===== config.mk =====
export PLATFORM = sky130hd
export DESIGN_NAME = stream_frame_accumulator
export DESIGN_NICKNAME = d
export VERILOG_FILES = /design/src/rtl/stream_acc_pkg.sv /design/src/rtl/fxp_sat_add.sv /design/src/rtl/stream_frame_accumulator.sv
export SDC_FILE = /design/constraint.sdc
export NUM_CORES = 1
export LEC_CHECK = 0
export BUFFER_PORTS_ARGS = -buffer_cell sky130_fd_sc_hd__buf_2
export CAP_MARGIN = 0
export CORE_ASPECT_RATIO = 0.6
export CORE_MARGIN = 2
export CORE_UTILIZATION = 52
export DETAILED_ROUTE_END_ITERATION = 7
export GPL_ROUTABILITY_DRIVEN = 0
export PLACE_DENSITY = 0.76
export SLEW_MARGIN = 20
export SYNTH_ARGS = -nofsm -noshare
export SYNTH_HDL_FRONTEND = slang
export SYNTH_SLANG_ARGS = --single-unit

===== constraint.sdc =====
create_clock -name clk -period 2.5 [get_ports clk]
set_input_delay 0.125 -clock clk [delete_from_list [all_inputs] [get_ports clk]]
set_output_delay 0.125 -clock clk [all_outputs]
set_load 0.1 [all_outputs]

===== src/rtl/stream_acc_pkg.sv =====
// Shared fixed-point helpers for the stream accumulator: state encoding,
// saturation limits and a generic sign-extension helper.
package stream_acc_pkg;

  typedef enum logic [0:0] {
    ST_ACCUM = 1'b0,
    ST_HOLD  = 1'b1
  } state_t;

  function automatic logic signed [63:0] sat_max(input int w);
    return (64'sd1 <<< (w - 1)) - 64'sd1;
  endfunction

  function automatic logic signed [63:0] sat_min(input int w);
    return -(64'sd1 <<< (w - 1));
  endfunction

  // Replicates bit w-1 of v into every bit above it.
  function automatic logic [63:0] sext(input logic [63:0] v, input int w);
    logic [63:0] r;
    for (int i = 0; i < 64; i++) r[i] = (i < w) ? v[i] : v[w-1];
    return r;
  endfunction

endpackage


===== src/rtl/fxp_sat_add.sv =====
// Combinational ACC_W signed adder with overflow flag.
// Define STREAM_ACC_SATURATE_EN to clamp on overflow instead of wrapping.
module fxp_sat_add
  import stream_acc_pkg::*;
#(
  parameter int ACC_W = 32
) (
  input  logic [ACC_W-1:0] i_a,
  input  logic [ACC_W-1:0] i_b,
  output logic [ACC_W-1:0] o_sum,
  output logic             o_ovf
);

  logic [ACC_W:0] w_full;

  assign w_full = {i_a[ACC_W-1], i_a} + {i_b[ACC_W-1], i_b};
  // Top two bits of the widened sum disagree exactly when same-signed operands flip sign.
  assign o_ovf  = w_full[ACC_W] ^ w_full[ACC_W-1];

`ifdef STREAM_ACC_SATURATE_EN
  localparam logic [ACC_W-1:0] MAXV = ACC_W'(sat_max(ACC_W));
  localparam logic [ACC_W-1:0] MINV = ACC_W'(sat_min(ACC_W));

  // Bit ACC_W carries the true sign of the unbounded sum, so it picks the rail.
  assign o_sum = !o_ovf ? w_full[ACC_W-1:0] : (w_full[ACC_W] ? MINV : MAXV);
`else
  assign o_sum = w_full[ACC_W-1:0];
`endif

endmodule


===== src/rtl/stream_frame_accumulator.sv =====
// Frame accumulator: sums FRAME_LEN signed samples from a valid/ready stream and
// holds the total on an output stream. Saturation via STREAM_ACC_SATURATE_EN.
module stream_frame_accumulator
  import stream_acc_pkg::*;
#(
  parameter int DATA_W    = 16,
  parameter int ACC_W     = 32,
  parameter int FRAME_LEN = 16,
  parameter int CNT_W     = $clog2(FRAME_LEN + 1)
) (
  input  logic              clk,
  input  logic              reset,
  input  logic              clear,
  input  logic              in_valid,
  output logic              in_ready,
  input  logic [DATA_W-1:0] data_in,
  output logic              out_valid,
  input  logic              out_ready,
  output logic [ACC_W-1:0]  sum_out,
  output logic [CNT_W-1:0]  sample_cnt,
  output logic              overflow
);

  localparam logic [CNT_W-1:0] LAST_IDX = CNT_W'(FRAME_LEN - 1);

  state_t           r_state, w_state_nxt;
  logic [ACC_W-1:0] r_acc, r_sum, w_ext, w_add;
  logic [CNT_W-1:0] r_cnt;
  logic             r_out_valid, r_ovf, r_ovf_trk;
  logic             w_add_ovf, w_accept, w_last, w_in_ready, w_clr;

  assign w_ext  = ACC_W'(sext(64'(data_in), DATA_W));
  assign w_last = (r_cnt == LAST_IDX);

  fxp_sat_add #(.ACC_W(ACC_W)) u_add (
    .i_a  (r_acc),
    .i_b  (w_ext),
    .o_sum(w_add),
    .o_ovf(w_add_ovf)
  );

  always_ff @(posedge clk or posedge reset) begin
    if (reset) r_state <= ST_ACCUM;
    else       r_state <= w_state_nxt;
  end

  always_comb begin
    w_state_nxt = r_state;
    w_in_ready  = 1'b0;
    w_accept    = 1'b0;
    w_clr       = 1'b0;
    case (r_state)
      ST_ACCUM: begin
        w_in_ready = 1'b1;
        w_clr      = clear;
        // clear wins over a sample offered in the same cycle
        w_accept   = in_valid && !clear;
        if (w_accept && w_last) w_state_nxt = ST_HOLD;
      end
      ST_HOLD: begin
        if (r_out_valid && out_ready) w_state_nxt = ST_ACCUM;
      end
      default: w_state_nxt = ST_ACCUM;
    endcase
  end

  always_ff @(posedge clk or posedge reset) begin
    if (reset) begin
      r_acc       <= '0;
      r_cnt       <= '0;
      r_sum       <= '0;
      r_ovf       <= 1'b0;
      r_ovf_trk   <= 1'b0;
      r_out_valid <= 1'b0;
    end else begin
      if (w_clr) begin
        r_acc     <= '0;
        r_cnt     <= '0;
        r_ovf_trk <= 1'b0;
      end else if (w_accept) begin
        if (w_last) begin
          r_sum       <= w_add;
          r_ovf       <= r_ovf_trk | w_add_ovf;
          r_out_valid <= 1'b1;
          r_acc       <= '0;
          r_cnt       <= '0;
          r_ovf_trk   <= 1'b0;
        end else begin
          r_acc     <= w_add;
          r_cnt     <= r_cnt + CNT_W'(1);
          r_ovf_trk <= r_ovf_trk | w_add_ovf;
        end
      end
      if (r_state == ST_HOLD && r_out_valid && out_ready) r_out_valid <= 1'b0;
    end
  end

  assign in_ready   = w_in_ready;
  assign out_valid  = r_out_valid;
  assign sum_out    = r_sum;
  assign sample_cnt = r_cnt;
  assign overflow   = r_ovf;

endmodule


* Yosys cells after proc, flatten, opt, wreduce, memory -nomap -nowiden
Cells that the tools add are included.
** Word-level totals
- Memories kept :: 0
- Bits in registers :: 73
- Output and inout bits :: 40
- Bits in read-only memories :: 0
- Bits in latches :: 0
- Bits of input ports :: 21
- Bits in writable memories :: 0
** Cells by class
- Equal/unequal tests :: 2
- Muxes and demuxes :: 19
- Add/sub/neg operators :: 2
- Shift-type cells :: 0
- Order comparisons :: 0
- Reduce and logical (&&, ||, !) cells :: 11
- $mul :: 0
- Divide/modulo/power cells :: 0
- Bitwise gates (word level) :: 4
** Operators with widths (count)
- 2-to-1 mux 32 bit :: 3
- adder 32 x 16 -> 33 bit :: 1
- 2-to-1 mux 5 bit :: 3
- 2-to-1 mux 1 bit :: 12
- AND reduction 3 bit :: 2
- nonzero test 2 bit :: 3
- adder 5 x 1 -> 5 bit (second input constant) :: 1
- equality test 5 x 4 -> 1 bit (second input constant) :: 1
- logical AND 1 bit :: 5
- inequality test 2 x 1 -> 1 bit (second input constant) :: 1
- inverter 1 bit :: 2
- one-hot mux 1 bit (2 select lines) :: 1
- zero test 1 bit :: 1
- bitwise OR 1 bit :: 1
- bitwise XOR 1 bit :: 1

* Longest topological paths before layout
Gate-level depths: netlist of run 1.
- Depth in word-level cells :: 6
- Gate-level depth with buffers :: 11
- Gate-level depth less buffers :: 11

* By module
From an unflattened synthesis of run 1, not the netlist that was laid out.
** Second synthesis, totals
- Cell total of the unflattened synthesis :: 413
- Area total of the unflattened synthesis :: 4575.6 um^2
** Modules (own cells, without submodules)
- stream_frame_accumulator :: instances 1, area each 2875.3 um^2, seq. area each 1826.8 um^2, cells an instance 180
- fxp_sat_add :: instances 1, area each 1700.4 um^2, seq. area each 0.0 um^2, cells an instance 233

* Worst setup path after synthesis of run 1
No wires, ideal clock.
- Path kind :: register to register
- From :: register r_cnt[0] (netlist: sample_cnt[0])
- To :: register r_sum[0] (netlist: sum_out[0])
- Path buffers :: 2
- Arrival :: 2.636 ns
- Path slack :: -0.204 ns
- Data required time :: 2.432 ns
- Cell stages (with the launch flop) :: 8
- Cell sequence :: dfrtp_1 ha_1 nand3_1 nor3_1 clkbuf_1 clkbuf_1 nand2_1 nand2_1
** On the way
- Longest elaborated chain between the ends :: 2
** Ends and longest elaborated chain
- start, declared :: RTL line stream_frame_accumulator.sv:28 : logic [CNT_W-1:0] r_cnt;
- start signal, assigned :: RTL line stream_frame_accumulator.sv:90 : r_cnt <= r_cnt + CNT_W'(1);
- equality test 5 x 4 -> 1 bit :: RTL line stream_frame_accumulator.sv:33 : assign w_last = (r_cnt == LAST_IDX);
- AND reduction 3 bit (no source line)
- end signal, assigned :: RTL line stream_frame_accumulator.sv:82 : r_sum <= w_add;
- end, declared :: RTL line stream_frame_accumulator.sv:27 : logic [ACC_W-1:0] r_acc, r_sum, w_ext, w_add;
No other way between the ends.
A chain may end at the register's enable or synchronous reset.

* Worst setup path in the final report of run 1
- From :: register r_acc[0]
- To :: register r_sum[28] (netlist: sum_out[28])
** On the way
- Longest elaborated chain between the ends :: 1
** Ends and longest elaborated chain
- start, declared :: RTL line stream_frame_accumulator.sv:27
- start signal, assigned :: RTL line stream_frame_accumulator.sv:89 : r_acc <= w_add;
- adder 32 x 16 -> 33 bit :: RTL line fxp_sat_add.sv:16 : assign w_full = {i_a[ACC_W-1], i_a} + {i_b[ACC_W-1], i_b};
No other way between the ends.

==> report_table.html, run 1 <==
<table>
<tr><th>Metric</th><th>Value</th></tr>
<tr><th colspan="2">Outcome</th></tr>
<tr><td>Result of the run</td><td>finished, violations left</td></tr>
<tr><td>Failing checks</td><td>setup timing</td></tr>
<tr><th colspan="2">Yosys</th></tr>
<tr><td>Post-Synthesis Cells</td><td>~480</td></tr>
<tr><td>Cell variety after synth</td><td>51</td></tr>
<tr><td>Area of the mapped netlist</td><td>between 0.004 and 0.005 mm2</td></tr>
<tr><td>Number of warnings issued by yosys</td><td>0</td></tr>
<tr><td>Post-synthesis area per instance</td><td>9.341 um2</td></tr>
<tr><td>Count of state elements after synthesis</td><td>73</td></tr>
<tr><td>Post-synth ARST share</td><td>1.000</td></tr>
<tr><td>Syn_nets</td><td>approximately 530</td></tr>
<tr><td>Post-synth top flop</td><td>sky130_fd_sc_hd__dfrtp_1</td></tr>
<tr><td>Number of enable flip-flop cells after synthesis</td><td>0</td></tr>
<tr><td>Sequential area share after synthesis</td><td>0.4100</td></tr>
<tr><th colspan="2">Floorplanning</th></tr>
<tr><td>Std cell rows</td><td>26</td></tr>
<tr><td>Top Ports</td><td>a little over 60</td></tr>
<tr><td>Area of the die</td><td>0.009349 mm2</td></tr>
<tr><td>Die Ht</td><td>between 70 and 80 um</td></tr>
<tr><td>Core footprint</td><td>between 0.008 and 0.009 mm2</td></tr>
<tr><td>Starting utilization of the core area</td><td>0.5288</td></tr>
<tr><td>X dimension of the die</td><td>approximately 120 um</td></tr>
<tr><th colspan="2">Layout</th></tr>
<tr><td>Post-layout net count</td><td>between 600 and 700</td></tr>
<tr><td>Share of layout cells above drive strength 1</td><td>0.3422</td></tr>
<tr><td>Final design area excluding fillers</td><td>about 0.0060 mm2</td></tr>
<tr><td>Area growth from synthesis to layout</td><td>35.05%</td></tr>
<tr><td>Diode insertion count for antenna repair</td><td>0</td></tr>
<tr><td>Fraction of the core area covered by cells at the end of the flow</td><td>0.7141</td></tr>
<tr><td>Filler cells</td><td>a little over 600</td></tr>
<tr><th colspan="2">Routing</th></tr>
<tr><td>Count of routing violations after the opening detailed-route iteration</td><td>between 400 and 500</td></tr>
<tr><td>Detailed-route wire length per cell</td><td>19.07 um</td></tr>
<tr><td>Routed vias</td><td>around 4300</td></tr>
<tr><td>Vias/cell</td><td>6.013</td></tr>
<tr><td>Final wirelength</td><td>approximately 14000 um</td></tr>
<tr><td>Antenna violation net count after detailed routing</td><td>0</td></tr>
<tr><td>Pre-antenna DRT Iters</td><td>5</td></tr>
<tr><td>DRC errors left</td><td>0</td></tr>
<tr><th colspan="2">Clocking</th></tr>
<tr><td>CTS tree</td><td>done</td></tr>
<tr><td>H-tree level count</td><td>3</td></tr>
<tr><td>Clock buffer depth</td><td>2</td></tr>
<tr><td>Number of buffers created by CTS</td><td>9</td></tr>
<tr><td>Root buffer selected by CTS</td><td>sky130_fd_sc_hd__clkbuf_16</td></tr>
<tr><td>Clock sink total</td><td>73</td></tr>
<tr><td>Clock transition at path regs</td><td>approximately 0.06 ns</td></tr>
<tr><td>Clock Latency Late Sink</td><td>roughly 0.34 ns</td></tr>
<tr><th colspan="2">Timing</th></tr>
<tr><td>Slew at the pin closest to its max-slew limit</td><td>~0.66 ns</td></tr>
<tr><td>Shortest clock period the worst path allows after layout</td><td>roughly 2.7 ns</td></tr>
<tr><td>Final setup slack of the worst path</td><td>-0.1786 ns</td></tr>
<tr><td>Worst Skew</td><td>~0.0067 ns</td></tr>
<tr><td>Final hold violation count</td><td>0</td></tr>
<tr><td>Final setup fails</td><td>21</td></tr>
<tr><td>Final worst path period share</td><td>1.071</td></tr>
<tr><td>Worst slew margin</td><td>0.5573</td></tr>
<tr><td>RSZ-0062 raised after global routing</td><td>yes</td></tr>
<tr><td>Highest clock frequency the design can meet</td><td>roughly 0.37 GHz</td></tr>
<tr><td>Number of pins with negative max-slew slack in the final report</td><td>0</td></tr>
<tr><th colspan="2">Critical path</th></tr>
<tr><td>Family with the most delay on the worst path</td><td>compound AO/OA/AOI/OAI gates</td></tr>
<tr><td>Critical path arrival</td><td>between 2 and 3 ns</td></tr>
<tr><td>Critical-path maximum fanout</td><td>3</td></tr>
<tr><td>Kind of capture point of the worst setup path</td><td>flip-flop</td></tr>
<tr><td>Required time at the endpoint of the critical path</td><td>around 2.7 ns</td></tr>
<tr><td>Count of buffer and inverter cells on the critical path</td><td>1</td></tr>
<tr><td>Crit-path cells</td><td>ha_2 -&gt; inv_2 -&gt; fa_2 -&gt; nor2b_4 -&gt; o31ai_4 -&gt; a211oi_2 -&gt; o2111a_2 -&gt; a21o_4 -&gt; a211oi_4 -&gt; xnor2_2 -&gt; mux2_4</td></tr>
<tr><td>Crit path max-delay cell type</td><td>sky130_fd_sc_hd__dfrtp_1</td></tr>
<tr><td>Setup Crit Path Kind</td><td>flip-flop to flip-flop</td></tr>
<tr><td>Largest stage delay, worst path</td><td>about 0.38 ns</td></tr>
<tr><td>Critical Path Start Type</td><td>flip-flop</td></tr>
<tr><th colspan="2">Placement</th></tr>
<tr><td>Cell area after placement</td><td>0.005219 mm2</td></tr>
<tr><td>HPWL after detailed placement</td><td>8740 um</td></tr>
<tr><td>Number of input and output port buffers inserted</td><td>60</td></tr>
<tr><th colspan="2">Global routing</th></tr>
<tr><td>Maximum number of pins on one net before global-route repair</td><td>45</td></tr>
<tr><td>Initial antenna violation count</td><td>0</td></tr>
<tr><td>Via count of the first global-routing pass</td><td>approximately 4200</td></tr>
<tr><td>GRT overflow</td><td>0</td></tr>
<tr><td>Total routing usage reported by global routing</td><td>0.2984</td></tr>
<tr><td>First-pass GRT wire length</td><td>approximately 21000 um</td></tr>
<tr><th colspan="2">Power</th></tr>
<tr><td>Largest voltage drop on the vdd net</td><td>just over 500 uV</td></tr>
<tr><td>Power density cells</td><td>between 700 and 800 mW/mm2</td></tr>
<tr><td>Standby leakage power</td><td>3.035 nW</td></tr>
<tr><th colspan="2">Job</th></tr>
<tr><td>Maxcap violations</td><td>0</td></tr>
<tr><th colspan="2">Worst hold path</th></tr>
<tr><td>Type of the most critical hold path</td><td>input port to flip-flop</td></tr>
</table>
## final timing paths
path / slack (ns) / cells after the start / end / from
worst max-delay path: -0.18 / 11 / sum_out[28] / r_acc[0]
worst min-delay path: 0.15 / 3 / sample_cnt[4] / clear
worst max register to register: -0.18 / 11 / sum_out[28] / r_acc[0]
worst min register to register: 0.46 / 2 / sum_out[17] / sum_out[17]
max in group asynchronous: 1.38 / 4 / r_acc[17] / reset
min in group asynchronous: 0.44 / 3 / sum_out[5] / reset
## what timing repair did
action / 4_1_cts / 5_1_grt
resized for setup: 30 / 37
setup buffers: 5 / 12
hold buffers: 2 / 0
endpoints found under the setup margin: 25 / 29
hold endpoints to repair: 30 / 0
pin swaps: 13 / 30
## per-layer routing
layer | global-route usage | vias up | routed length (um)
met4 | 0.09217 | 0 | 197
met5 | 0 | - | 0
li1 | - | 1975 | -
met1 | 0.4087 | 2074 | 6012
met2 | 0.4683 | 200 | 6154
met3 | 0.08234 | 26 | 1191
## layout make-up
| type | count | area, um2 | area share |
|---|---|---|---|
| inverter | 10 | 37.54 | 0.006238 |
| clock inverter | 3 | 40.04 | 0.006654 |
| clock buffer | 13 | 250.2 | 0.04159 |
| tap | 112 | 140.1 | 0.02329 |
| sequential | 73 | 1829 | 0.3040 |
| multi-input combinational | 375 | 2899 | 0.4818 |
| timing repair buffer | 125 | 820.8 | 0.1364 |
## power breakdown
group	internal [W]	switching (W)
clock	0.000798	0.000491
sequential	0.00130	0.0000850
combinational	0.000798	0.00116
## worst reg2reg max path, stage by stage (launching register included)
cell and delay [ns]:
sky130_fd_sc_hd__dfrtp_1 0.38, sky130_fd_sc_hd__ha_2 0.18, sky130_fd_sc_hd__inv_2 0.06, sky130_fd_sc_hd__fa_2 0.23
sky130_fd_sc_hd__nor2b_4 0.06, sky130_fd_sc_hd__o31ai_4 0.25, sky130_fd_sc_hd__a211oi_2 0.14, sky130_fd_sc_hd__o2111a_2 0.31
sky130_fd_sc_hd__a21o_4 0.24, sky130_fd_sc_hd__a211oi_4 0.32, sky130_fd_sc_hd__xnor2_2 0.12, sky130_fd_sc_hd__mux2_4 0.27
## synth_stat cells, types with 5 or more instances
master                     number  area [um2]
sky130_fd_sc_hd__a21oi_1       30       150.1
sky130_fd_sc_hd__nor2_1        28       105.1
sky130_fd_sc_hd__a31oi_1        7       43.79
sky130_fd_sc_hd__xnor2_1       11       96.34
sky130_fd_sc_hd__nand2_1       86       322.8
sky130_fd_sc_hd__nand4_1        8       50.05
sky130_fd_sc_hd__o21ai_1        7       35.03
sky130_fd_sc_hd__o21ai_0       25       125.1
sky130_fd_sc_hd__xor2_1        15       131.4
sky130_fd_sc_hd__dfrtp_1       73        1827
sky130_fd_sc_hd__a22o_1        27       236.5
sky130_fd_sc_hd__o21a_1         5       37.54
sky130_fd_sc_hd__a211oi_2       5       62.56
sky130_fd_sc_hd__clkbuf_1      19       71.32
sky130_fd_sc_hd__inv_1         10       37.54
sky130_fd_sc_hd__ha_1          33       412.9
sky130_fd_sc_hd__mux2_2         8       90.09
sky130_fd_sc_hd__nor3_1         5       25.02
sky130_fd_sc_hd__a21o_1        16       120.1
sky130_fd_sc_hd__nand3_1       11       55.05
## state kept, by name (all words and copies together) (netlist names)
signal      flops
r_acc          32
sum_out        32
sample_cnt      5
out_valid       1
overflow        1
r_ovf_trk       1
r_state         1
## metrics by stage
stage | TNS, ns | power [W] | hold WS [ns] | std cells | setup WS, ns
6_report | -1.639 | 0.004629 | 0.1467 | 711 | -0.1786
3_3_place_gp | -0.4343 | 0.002900 | 0.2403 | 678 | -0.08848
2_1_floorplan | 0 | 0.002491 | 0.2320 | 477 | 0.009454
4_1_cts | -0.4092 | 0.004354 | 0.1411 | 701 | -0.08721
5_1_grt | -3.341 | 0.004829 | 0.1625 | 711 | -0.2447
3_5_place_dp | -1.676 | 0.002950 | 0.2570 | 678 | -0.1418
## cells by family (layout without fill, tap and decap cells)
kind of cell             after synthesis  count (layout)  synth area share
flip-flops                            73              73            0.4100
buffers and inverters                 29             151           0.02443
adder cells (fa/ha/maj)               34              34           0.09716
AND/OR/NAND/NOR                      153             153            0.1480
multiplexers                          10              10           0.02471
AO/OA/AOI/OAI                        152             152            0.2446
XOR/XNOR                              26              26           0.05111
## layout by cell type (no fill, tap or decap), types with 4 or more instances in the layout
master and n:
sky130_fd_sc_hd__nand3_1 10, sky130_fd_sc_hd__xnor2_1 8, sky130_fd_sc_hd__o21ai_1 6, sky130_fd_sc_hd__a21oi_2 5, sky130_fd_sc_hd__buf_2 60, sky130_fd_sc_hd__clkbuf_16 9, sky130_fd_sc_hd__mux2_2 6, sky130_fd_sc_hd__buf_6 4
sky130_fd_sc_hd__a31oi_1 5, sky130_fd_sc_hd__nor2_1 26, sky130_fd_sc_hd__nand2b_1 4, sky130_fd_sc_hd__ha_4 7, sky130_fd_sc_hd__buf_4 58, sky130_fd_sc_hd__nand4_1 8, sky130_fd_sc_hd__a211oi_4 4, sky130_fd_sc_hd__a21o_1 15
sky130_fd_sc_hd__a21oi_1 25, sky130_fd_sc_hd__o211ai_1 4, sky130_fd_sc_hd__dfrtp_1 71, sky130_fd_sc_hd__a22o_1 27, sky130_fd_sc_hd__inv_1 8, sky130_fd_sc_hd__o21a_1 5, sky130_fd_sc_hd__nand2_1 85, sky130_fd_sc_hd__o21ai_2 4
sky130_fd_sc_hd__xor2_1 12, sky130_fd_sc_hd__o21ai_0 20, sky130_fd_sc_hd__ha_1 24
(Power assumes the default switching activity.)
==> inputs of run 2 (changes only) <==
Settings changed: REMOVE_ABC_BUFFERS set to 1.
==> report_table.html, run 2 (synthesized netlist as in run 1, its figures left out) <==
<table>
<tr><th>Metric</th><th>Value</th></tr>
<tr><th colspan="2">Global routing</th></tr>
<tr><td>Via count of the first global-routing pass</td><td>4271 (+0.85%)</td></tr>
<tr><td>First-pass GRT wire length</td><td>21150 um (+0.59%)</td></tr>
<tr><td>Fraction of met3 tracks used by global routing</td><td>0.08458 (+0.002246)</td></tr>
<tr><td>Total routing usage reported by global routing</td><td>0.3009 (+0.002476)</td></tr>
<tr><td>Initial antenna violation count</td><td>0 (unchanged)</td></tr>
<tr><td>GRT overflow</td><td>0 (unchanged)</td></tr>
<tr><td>Met2 usage</td><td>0.4597 (-0.008547)</td></tr>
<tr><td>Busiest layer in global routing</td><td>met2</td></tr>
<tr><td>Maximum number of pins on one net before global-route repair</td><td>43 (-4.4%)</td></tr>
<tr><td>Met1 global-route usage</td><td>0.4063 (-0.002414)</td></tr>
<tr><th colspan="2">Timing</th></tr>
<tr><td>Number of pins with negative max-slew slack in the final report</td><td>0 (unchanged)</td></tr>
<tr><td>RSZ-0062 raised after global routing</td><td>yes</td></tr>
<tr><td>Worst Skew</td><td>0.006627 ns (-0.00004452 ns)</td></tr>
<tr><td>Final worst path period share</td><td>1.077 (+0.005775)</td></tr>
<tr><td>Final hold violation count</td><td>0 (unchanged)</td></tr>
<tr><td>Worst slew margin</td><td>0.4690 (-0.08833)</td></tr>
<tr><td>Final setup fails</td><td>22 (+4.8%)</td></tr>
<tr><td>Slew at the pin closest to its max-slew limit</td><td>0.7935 ns (+0.1305 ns)</td></tr>
<tr><td>Highest clock frequency the design can meet</td><td>0.3713 GHz (-0.54%)</td></tr>
<tr><td>Final setup slack of the worst path</td><td>-0.1930 ns (-0.01444 ns)</td></tr>
<tr><td>Shortest clock period the worst path allows after layout</td><td>2.693 ns (+0.01444 ns)</td></tr>
<tr><th colspan="2">Layout</th></tr>
<tr><td>Share of layout cells above drive strength 1</td><td>0.3541 (+0.01186)</td></tr>
<tr><td>Multi-input gate area</td><td>0.002885 mm2 (-0.47%)</td></tr>
<tr><td>Diode insertion count for antenna repair</td><td>0 (unchanged)</td></tr>
<tr><td>Most frequent standard cell in the layout excluding fill and tap cells</td><td>sky130_fd_sc_hd__nand2_1</td></tr>
<tr><td>Filler cells</td><td>591 (-2.8%)</td></tr>
<tr><td>Area growth from synthesis to layout</td><td>36.65%</td></tr>
<tr><td>Flip-flop and latch area</td><td>0.001827 mm2 (-0.14%)</td></tr>
<tr><td>Top library cells by usage in the layout, fill and taps aside</td><td>sky130_fd_sc_hd__nand2_1 (86), sky130_fd_sc_hd__dfrtp_1 (73), sky130_fd_sc_hd__buf_4 (68)</td></tr>
<tr><td>Post-layout net count</td><td>660 (+1.7%)</td></tr>
<tr><td>Fraction of the core area covered by cells at the end of the flow</td><td>0.7226 (+0.008465)</td></tr>
<tr><td>Final instance count without filler cells</td><td>722 (+1.5%)</td></tr>
<tr><th colspan="2">Critical path</th></tr>
<tr><td>Required time at the endpoint of the critical path</td><td>2.71 ns (about the same)</td></tr>
<tr><td>Critical Path Start Type</td><td>flip-flop</td></tr>
<tr><td>Register-to-register path setup slack</td><td>-0.19 ns (about the same)</td></tr>
<tr><td>Critical path arrival</td><td>2.90 ns (about the same)</td></tr>
<tr><td>Worst setup path start</td><td>r_acc[4]</td></tr>
<tr><td>Kind of capture point of the worst setup path</td><td>flip-flop</td></tr>
<tr><td>Capturing point of the worst reg2reg path</td><td>sum_out[29]</td></tr>
<tr><td>Setup Crit Path Kind</td><td>flip-flop to flip-flop</td></tr>
<tr><td>Worst r2r path cells</td><td>11 (unchanged)</td></tr>
<tr><td>Endpoint of the most critical setup path</td><td>sum_out[29]</td></tr>
<tr><td>Startpoint of the worst-slack reg-to-reg timing path</td><td>r_acc[4]</td></tr>
<tr><td>Critical-path maximum fanout</td><td>4 (+1)</td></tr>
<tr><th colspan="2">Clocking</th></tr>
<tr><td>Clock buffer depth</td><td>2 (unchanged)</td></tr>
<tr><td>Clock transition at path regs</td><td>0.06 ns (about the same)</td></tr>
<tr><td>Clock sink total</td><td>73 (unchanged)</td></tr>
<tr><td>H-tree level count</td><td>3 (unchanged)</td></tr>
<tr><td>Number of buffers created by CTS</td><td>9 (unchanged)</td></tr>
<tr><td>Clock Latency Late Sink</td><td>0.35 ns (about the same)</td></tr>
<tr><td>CTS tree</td><td>done</td></tr>
<tr><td>Root buffer selected by CTS</td><td>sky130_fd_sc_hd__clkbuf_16</td></tr>
<tr><th colspan="2">Worst hold path</th></tr>
<tr><td>Worst Hold Launch</td><td>data_in[0]</td></tr>
<tr><td>Type of the most critical hold path</td><td>input port to flip-flop</td></tr>
<tr><th colspan="2">Power</th></tr>
<tr><td>Power density cells</td><td>751.8 mW/mm2 (-2.3%)</td></tr>
<tr><td>Largest voltage drop on the vdd net</td><td>416.5 uV (-19%)</td></tr>
<tr><td>Standby leakage power</td><td>3.085 nW (+1.7%)</td></tr>
<tr><th colspan="2">Placement</th></tr>
<tr><td>Setup slack at placement</td><td>-0.2632 ns (-0.1215 ns)</td></tr>
<tr><td>Placed cells</td><td>682 (+0.59%)</td></tr>
<tr><td>HPWL after detailed placement</td><td>8754 um (+0.16%)</td></tr>
<tr><td>Number of input and output port buffers inserted</td><td>60 (unchanged)</td></tr>
<tr><th colspan="2">Routing</th></tr>
<tr><td>Count of routing violations after the opening detailed-route iteration</td><td>319 (-23%)</td></tr>
<tr><td>Antenna violation net count after detailed routing</td><td>0 (unchanged)</td></tr>
<tr><td>Final wirelength</td><td>14000 um (+3.3%)</td></tr>
<tr><td>Pre-antenna DRT Iters</td><td>5 (unchanged)</td></tr>
<tr><td>Vias/cell</td><td>6.133 (+2.0%)</td></tr>
<tr><td>Detailed-route wire length per cell</td><td>19.39 um (+1.7%)</td></tr>
<tr><td>DRC errors left</td><td>0 (unchanged)</td></tr>
<tr><td>Routed vias</td><td>4428 (+3.6%)</td></tr>
<tr><th colspan="2">Job</th></tr>
<tr><td>Maxcap violations</td><td>0 (unchanged)</td></tr>
<tr><th colspan="2">Floorplanning</th></tr>
<tr><td>Core footprint</td><td>0.008426 mm2 (unchanged)</td></tr>
<tr><td>Starting utilization of the core area</td><td>0.5288 (unchanged)</td></tr>
<tr><td>Std cell rows</td><td>26 (unchanged)</td></tr>
<tr><td>Area of the die</td><td>0.009349 mm2 (unchanged)</td></tr>
<tr><td>X dimension of the die</td><td>123.5 um (unchanged)</td></tr>
<tr><td>Top Ports</td><td>61 (unchanged)</td></tr>
<tr><td>Die Ht</td><td>75.70 um (unchanged)</td></tr>
<tr><th colspan="2">Outcome</th></tr>
<tr><td>Result of the run</td><td>finished, violations left</td></tr>
<tr><td>Failing checks</td><td>setup timing</td></tr>
</table>
[run 2: changes by cell type in the layout (fill, tap and decap cells not counted), sizes merged]
| cell | delta |
|---|---|
| clkinvlp | +2 |
| bufinv | -1 |
| clkbuf | -2 |
| buf | +11 |
| clkinv | +1 |
[run 2: worst max-delay path, cell delays in order, from the launching register on]
cell and delay (ns):
sky130_fd_sc_hd__dfrtp_1 0.41, sky130_fd_sc_hd__ha_4 0.30, sky130_fd_sc_hd__o211ai_1 0.09, sky130_fd_sc_hd__buf_4 0.16, sky130_fd_sc_hd__o211ai_4 0.24, sky130_fd_sc_hd__a211oi_4 0.11
sky130_fd_sc_hd__o31ai_4 0.36, sky130_fd_sc_hd__a31oi_2 0.17, sky130_fd_sc_hd__a211oi_4 0.19, sky130_fd_sc_hd__buf_6 0.15, sky130_fd_sc_hd__mux2i_4 0.25, sky130_fd_sc_hd__o22ai_1 0.11
[run 2: how the worst min path moves through the flow]
stage                     cells past startpoint       endpoint  slack (ns)
final                                         4     sum_out[0]        0.14
after global routing                          3  sample_cnt[4]        0.16
after CTS                                     3  sample_cnt[4]        0.13
after detailed placement                      2     sum_out[0]        0.28
after global placement                        2      out_valid        0.26
after floorplan                               1      out_valid        0.24
[run 2: layout make-up]
type,count,share of cell area
clock buffer,11,0.04151
inverter,10,0.006165
timing repair buffer,136,0.1504
sequential,73,0.3000
tap,112,0.02302
clock inverter,5,0.004932
multi-input combinational,375,0.4739
[run 2: metal layers]
layer	routed length [um]	up-vias
met5	0	-
met4	405	0
met3	1256	42
met2	6250	232
met1	6091	2160
li1	-	1994
[run 2: metrics by stage]
| step | total power (W) | area [um2] | hold slack [ns] | TNS, ns |
|---|---|---|---|---|
| after floorplan | 0.002482 | 4384 | 0.2358 | -44.80 |
| after global placement | 0.002909 | 5251 | 0.2576 | -1.588 |
| after detailed placement | 0.002962 | 5251 | 0.2803 | -3.246 |
| after CTS | 0.004307 | 5793 | 0.1267 | -1.085 |
| after global routing | 0.004768 | 6088 | 0.1640 | -3.901 |
| final | 0.004577 | 6088 | 0.1414 | -1.818 |
[run 2: repair_timing]
item | in CTS | in global routing
endpoints found under the setup margin | 27 | 36
pin swaps | 17 | 26
resized for setup | 23 | 41
hold endpoints to repair | 32 | 0
buffers inserted | 14 | 11
hold buffers | 2 | 0
[run 2: power breakdown]
part / internal (W) / leakage, nW / switching, W
combinational: 0.000797 / 1.97 / 0.00115
sequential: 0.00130 / 0.977 / 0.0000821
clock: 0.000721 / 0.137 / 0.000531
total: 0.00281 / 3.09 / 0.00176
==> inputs of run 3 (changes only) <==
Settings changed: SETUP_SLACK_MARGIN set to 0.05.
==> report_table.html, run 3 (synthesized netlist as in run 1, its figures left out) <==
<table>
<tr><th>Metric</th><th>Value</th></tr>
<tr><th colspan="2">Outcome</th></tr>
<tr><td>Result of the run</td><td>finished, violations left</td></tr>
<tr><td>Failing checks</td><td>setup timing</td></tr>
<tr><th colspan="2">Floorplanning</th></tr>
<tr><td>Die Ht</td><td>75.70 um (unchanged)</td></tr>
<tr><td>Core footprint</td><td>0.008426 mm2 (unchanged)</td></tr>
<tr><td>Area of the die</td><td>0.009349 mm2 (unchanged)</td></tr>
<tr><td>Std cell rows</td><td>26 (unchanged)</td></tr>
<tr><td>Top Ports</td><td>61 (unchanged)</td></tr>
<tr><td>Starting utilization of the core area</td><td>0.5288 (unchanged)</td></tr>
<tr><td>X dimension of the die</td><td>123.5 um (unchanged)</td></tr>
<tr><th colspan="2">Placement</th></tr>
<tr><td>Cell area after placement</td><td>0.005251 mm2 (unchanged)</td></tr>
<tr><td>HPWL after detailed placement</td><td>8754 um (unchanged)</td></tr>
<tr><td>Number of input and output port buffers inserted</td><td>60 (unchanged)</td></tr>
<tr><td>Placed cells</td><td>682 (unchanged)</td></tr>
<tr><th colspan="2">Clocking</th></tr>
<tr><td>Clock transition at path regs</td><td>0.06 ns (about the same)</td></tr>
<tr><td>Number of buffers created by CTS</td><td>9 (unchanged)</td></tr>
<tr><td>Root buffer selected by CTS</td><td>sky130_fd_sc_hd__clkbuf_16</td></tr>
<tr><td>H-tree level count</td><td>3 (unchanged)</td></tr>
<tr><td>Clock sink total</td><td>73 (unchanged)</td></tr>
<tr><td>Clock Latency Late Sink</td><td>0.35 ns (about the same)</td></tr>
<tr><td>Clock buffer depth</td><td>2 (unchanged)</td></tr>
<tr><td>CTS tree</td><td>done</td></tr>
<tr><th colspan="2">Timing</th></tr>
<tr><td>Final setup fails</td><td>21 (-4.5%)</td></tr>
<tr><td>Highest clock frequency the design can meet</td><td>0.3693 GHz (-0.56%)</td></tr>
<tr><td>Final setup slack of the worst path</td><td>-0.2081 ns (-0.01508 ns)</td></tr>
<tr><td>Number of pins with negative max-slew slack in the final report</td><td>0 (unchanged)</td></tr>
<tr><td>Worst slew margin</td><td>0.4516 (-0.01738)</td></tr>
<tr><td>Hold slack final</td><td>0.1377 ns (-0.003721 ns)</td></tr>
<tr><td>Worst Skew</td><td>0.006047 ns (-0.0005795 ns)</td></tr>
<tr><td>RSZ-0062 raised after global routing</td><td>yes</td></tr>
<tr><td>Shortest clock period the worst path allows after layout</td><td>2.708 ns (+0.01508 ns)</td></tr>
<tr><td>Final hold violation count</td><td>0 (unchanged)</td></tr>
<tr><td>Final worst path period share</td><td>1.083 (+0.006030)</td></tr>
<tr><td>Slew at the pin closest to its max-slew limit</td><td>0.8195 ns (+0.02597 ns)</td></tr>
<tr><th colspan="2">Critical path</th></tr>
<tr><td>Family with the most delay on the worst path</td><td>compound AO/OA/AOI/OAI gates</td></tr>
<tr><td>Largest stage delay, worst path</td><td>0.39 ns (-0.02 ns)</td></tr>
<tr><td>Critical Path Start Type</td><td>flip-flop</td></tr>
<tr><td>Required time at the endpoint of the critical path</td><td>2.74 ns (+0.03 ns)</td></tr>
<tr><td>Critical path arrival</td><td>2.94 ns (+0.04 ns)</td></tr>
<tr><td>Setup Crit Path Kind</td><td>flip-flop to flip-flop</td></tr>
<tr><td>Critical-path maximum fanout</td><td>3 (-1)</td></tr>
<tr><td>Number of cells on the critical path</td><td>12 (+1)</td></tr>
<tr><td>Crit path max-delay cell type</td><td>sky130_fd_sc_hd__dfrtp_1</td></tr>
<tr><td>Register-to-register path setup slack</td><td>-0.21 ns (-0.02 ns)</td></tr>
<tr><td>Crit-path cells</td><td>ha_4 -&gt; inv_2 -&gt; fa_2 -&gt; nor2b_4 -&gt; o31ai_4 -&gt; a211oi_2 -&gt; o2111a_2 -&gt; buf_6 -&gt; o21a_4 -&gt; o21ai_2 -&gt; a21o_1 -&gt; a32o_1</td></tr>
<tr><td>Worst r2r path cells</td><td>12 (+1)</td></tr>
<tr><td>Count of buffer and inverter cells on the critical path</td><td>2 (unchanged)</td></tr>
<tr><td>Kind of capture point of the worst setup path</td><td>flip-flop</td></tr>
<tr><th colspan="2">Power</th></tr>
<tr><td>Largest voltage drop on the vdd net</td><td>427.7 uV (+2.7%)</td></tr>
<tr><td>Standby leakage power</td><td>3.109 nW (+0.79%)</td></tr>
<tr><td>Power density cells</td><td>749.0 mW/mm2 (-0.38%)</td></tr>
<tr><th colspan="2">Layout</th></tr>
<tr><td>Share of layout cells above drive strength 1</td><td>0.3650 (+0.01088)</td></tr>
<tr><td>Most frequent standard cell in the layout excluding fill and tap cells</td><td>sky130_fd_sc_hd__nand2_1</td></tr>
<tr><td>Filler cells</td><td>575 (-2.7%)</td></tr>
<tr><td>Area growth from synthesis to layout</td><td>38.11%</td></tr>
<tr><td>Diode insertion count for antenna repair</td><td>0 (unchanged)</td></tr>
<tr><td>Final instance count without filler cells</td><td>723 (+0.14%)</td></tr>
<tr><td>Final design area excluding fillers</td><td>0.006153 mm2 (+1.1%)</td></tr>
<tr><td>Fraction of the core area covered by cells at the end of the flow</td><td>0.7303 (+0.007722)</td></tr>
<tr><td>Top library cells by usage in the layout, fill and taps aside</td><td>sky130_fd_sc_hd__nand2_1 (85), sky130_fd_sc_hd__dfrtp_1 (73), sky130_fd_sc_hd__buf_4 (69)</td></tr>
<tr><td>Post-layout net count</td><td>661 (+0.15%)</td></tr>
<tr><th colspan="2">Global routing</th></tr>
<tr><td>Total routing usage reported by global routing</td><td>0.3026 (+0.001649)</td></tr>
<tr><td>Initial antenna violation count</td><td>0 (unchanged)</td></tr>
<tr><td>GRT overflow</td><td>0 (unchanged)</td></tr>
<tr><td>Via count of the first global-routing pass</td><td>4301 (+0.70%)</td></tr>
<tr><td>Maximum number of pins on one net before global-route repair</td><td>43 (unchanged)</td></tr>
<tr><td>First-pass GRT wire length</td><td>21250 um (+0.49%)</td></tr>
<tr><th colspan="2">Routing</th></tr>
<tr><td>Routed vias</td><td>4399 (-0.65%)</td></tr>
<tr><td>Final wirelength</td><td>13940 um (-0.46%)</td></tr>
<tr><td>Count of routing violations after the opening detailed-route iteration</td><td>393 (+23%)</td></tr>
<tr><td>Pre-antenna DRT Iters</td><td>5 (unchanged)</td></tr>
<tr><td>Detailed-route wire length per cell</td><td>19.28 um (-0.59%)</td></tr>
<tr><td>Antenna violation net count after detailed routing</td><td>0 (unchanged)</td></tr>
<tr><td>Vias/cell</td><td>6.084 (-0.79%)</td></tr>
<tr><td>DRC errors left</td><td>0 (unchanged)</td></tr>
<tr><th colspan="2">Worst hold path</th></tr>
<tr><td>Type of the most critical hold path</td><td>input port to flip-flop</td></tr>
<tr><td>Number of stages on the worst hold path</td><td>4 (unchanged)</td></tr>
<tr><th colspan="2">Job</th></tr>
<tr><td>Maxcap violations</td><td>0 (unchanged)</td></tr>
</table>
## run 3: cell types whose count changed in the layout (fill, tap and decap cells not counted), moves of 2 or more
cell,delta
sky130_fd_sc_hd__xnor2_1,-2
sky130_fd_sc_hd__xor2_1,+2
sky130_fd_sc_hd__o21ai_2,+2
sky130_fd_sc_hd__xor2_2,-2
## run 3: path summary, 6_finish.rpt
path                              from       endpoint
max                           r_acc[0]      r_acc[18]
min                         data_in[0]     sum_out[0]
max reg2reg                   r_acc[0]      r_acc[18]
min reg2reg                sum_out[17]    sum_out[17]
max in group asynchronous        reset    sum_out[14]
min in group asynchronous        reset  sample_cnt[3]
## run 3: what timing repair did
action / in CTS / in global routing
hold endpoints to repair: 32 / 0
hold buffers: 2 / 0
endpoints found under the setup margin: 30 / 37
buffers inserted: 14 / 11
gates cloned: 0 / 0
pin swaps: 20 / 34
gates resized for setup: 29 / 45
## run 3: final cells by class
| type | instances | area [um2] | share of cell area |
|---|---|---|---|
| sequential | 73 | 1827 | 0.2969 |
| tap | 112 | 140.1 | 0.02277 |
| multi-input combinational | 375 | 2943 | 0.4782 |
| inverter | 10 | 37.54 | 0.006100 |
| timing repair buffer | 137 | 923.4 | 0.1501 |
| clock buffer | 11 | 252.7 | 0.04107 |
| clock inverter | 5 | 30.03 | 0.004880 |
## run 3: through the flow
step / setup TNS [ns] / power, W / worst slack [ns]
4_1_cts: -1.124 / 0.004326 / -0.1239
5_1_grt: -4.194 / 0.004805 / -0.2798
6_report: -2.218 / 0.004609 / -0.2081
3_3_place_gp: -1.588 / 0.002909 / -0.1478
3_5_place_dp: -3.246 / 0.002962 / -0.2632
2_1_floorplan: -44.80 / 0.002482 / -1.323
## run 3: layer usage
metal / track usage / routed length [um] / vias to the layer above
li1: - / - / 1991
met3: 0.08608 / 1184 / 41
met1: 0.4077 / 6202 / 2158
met5: 0 / 0 / -
met2: 0.4591 / 6167 / 209
met4: 0.1376 / 384 / 0
## run 3: tightest hold or removal path, delay by kind of cell
family	cells	cell delay, ns
simple gates	2	0.10
fa+ha+maj	1	0.13
buf+inv	1	0.10
## run 3: where the power goes
group | internal (W) | switching [W] | total (W)
Clock | 0.000720 | 0.000527 | 0.00125
Combinational | 0.000831 | 0.00115 | 0.00199
Sequential | 0.00130 | 0.0000808 | 0.00138
Total | 0.00285 | 0.00176 | 0.00461
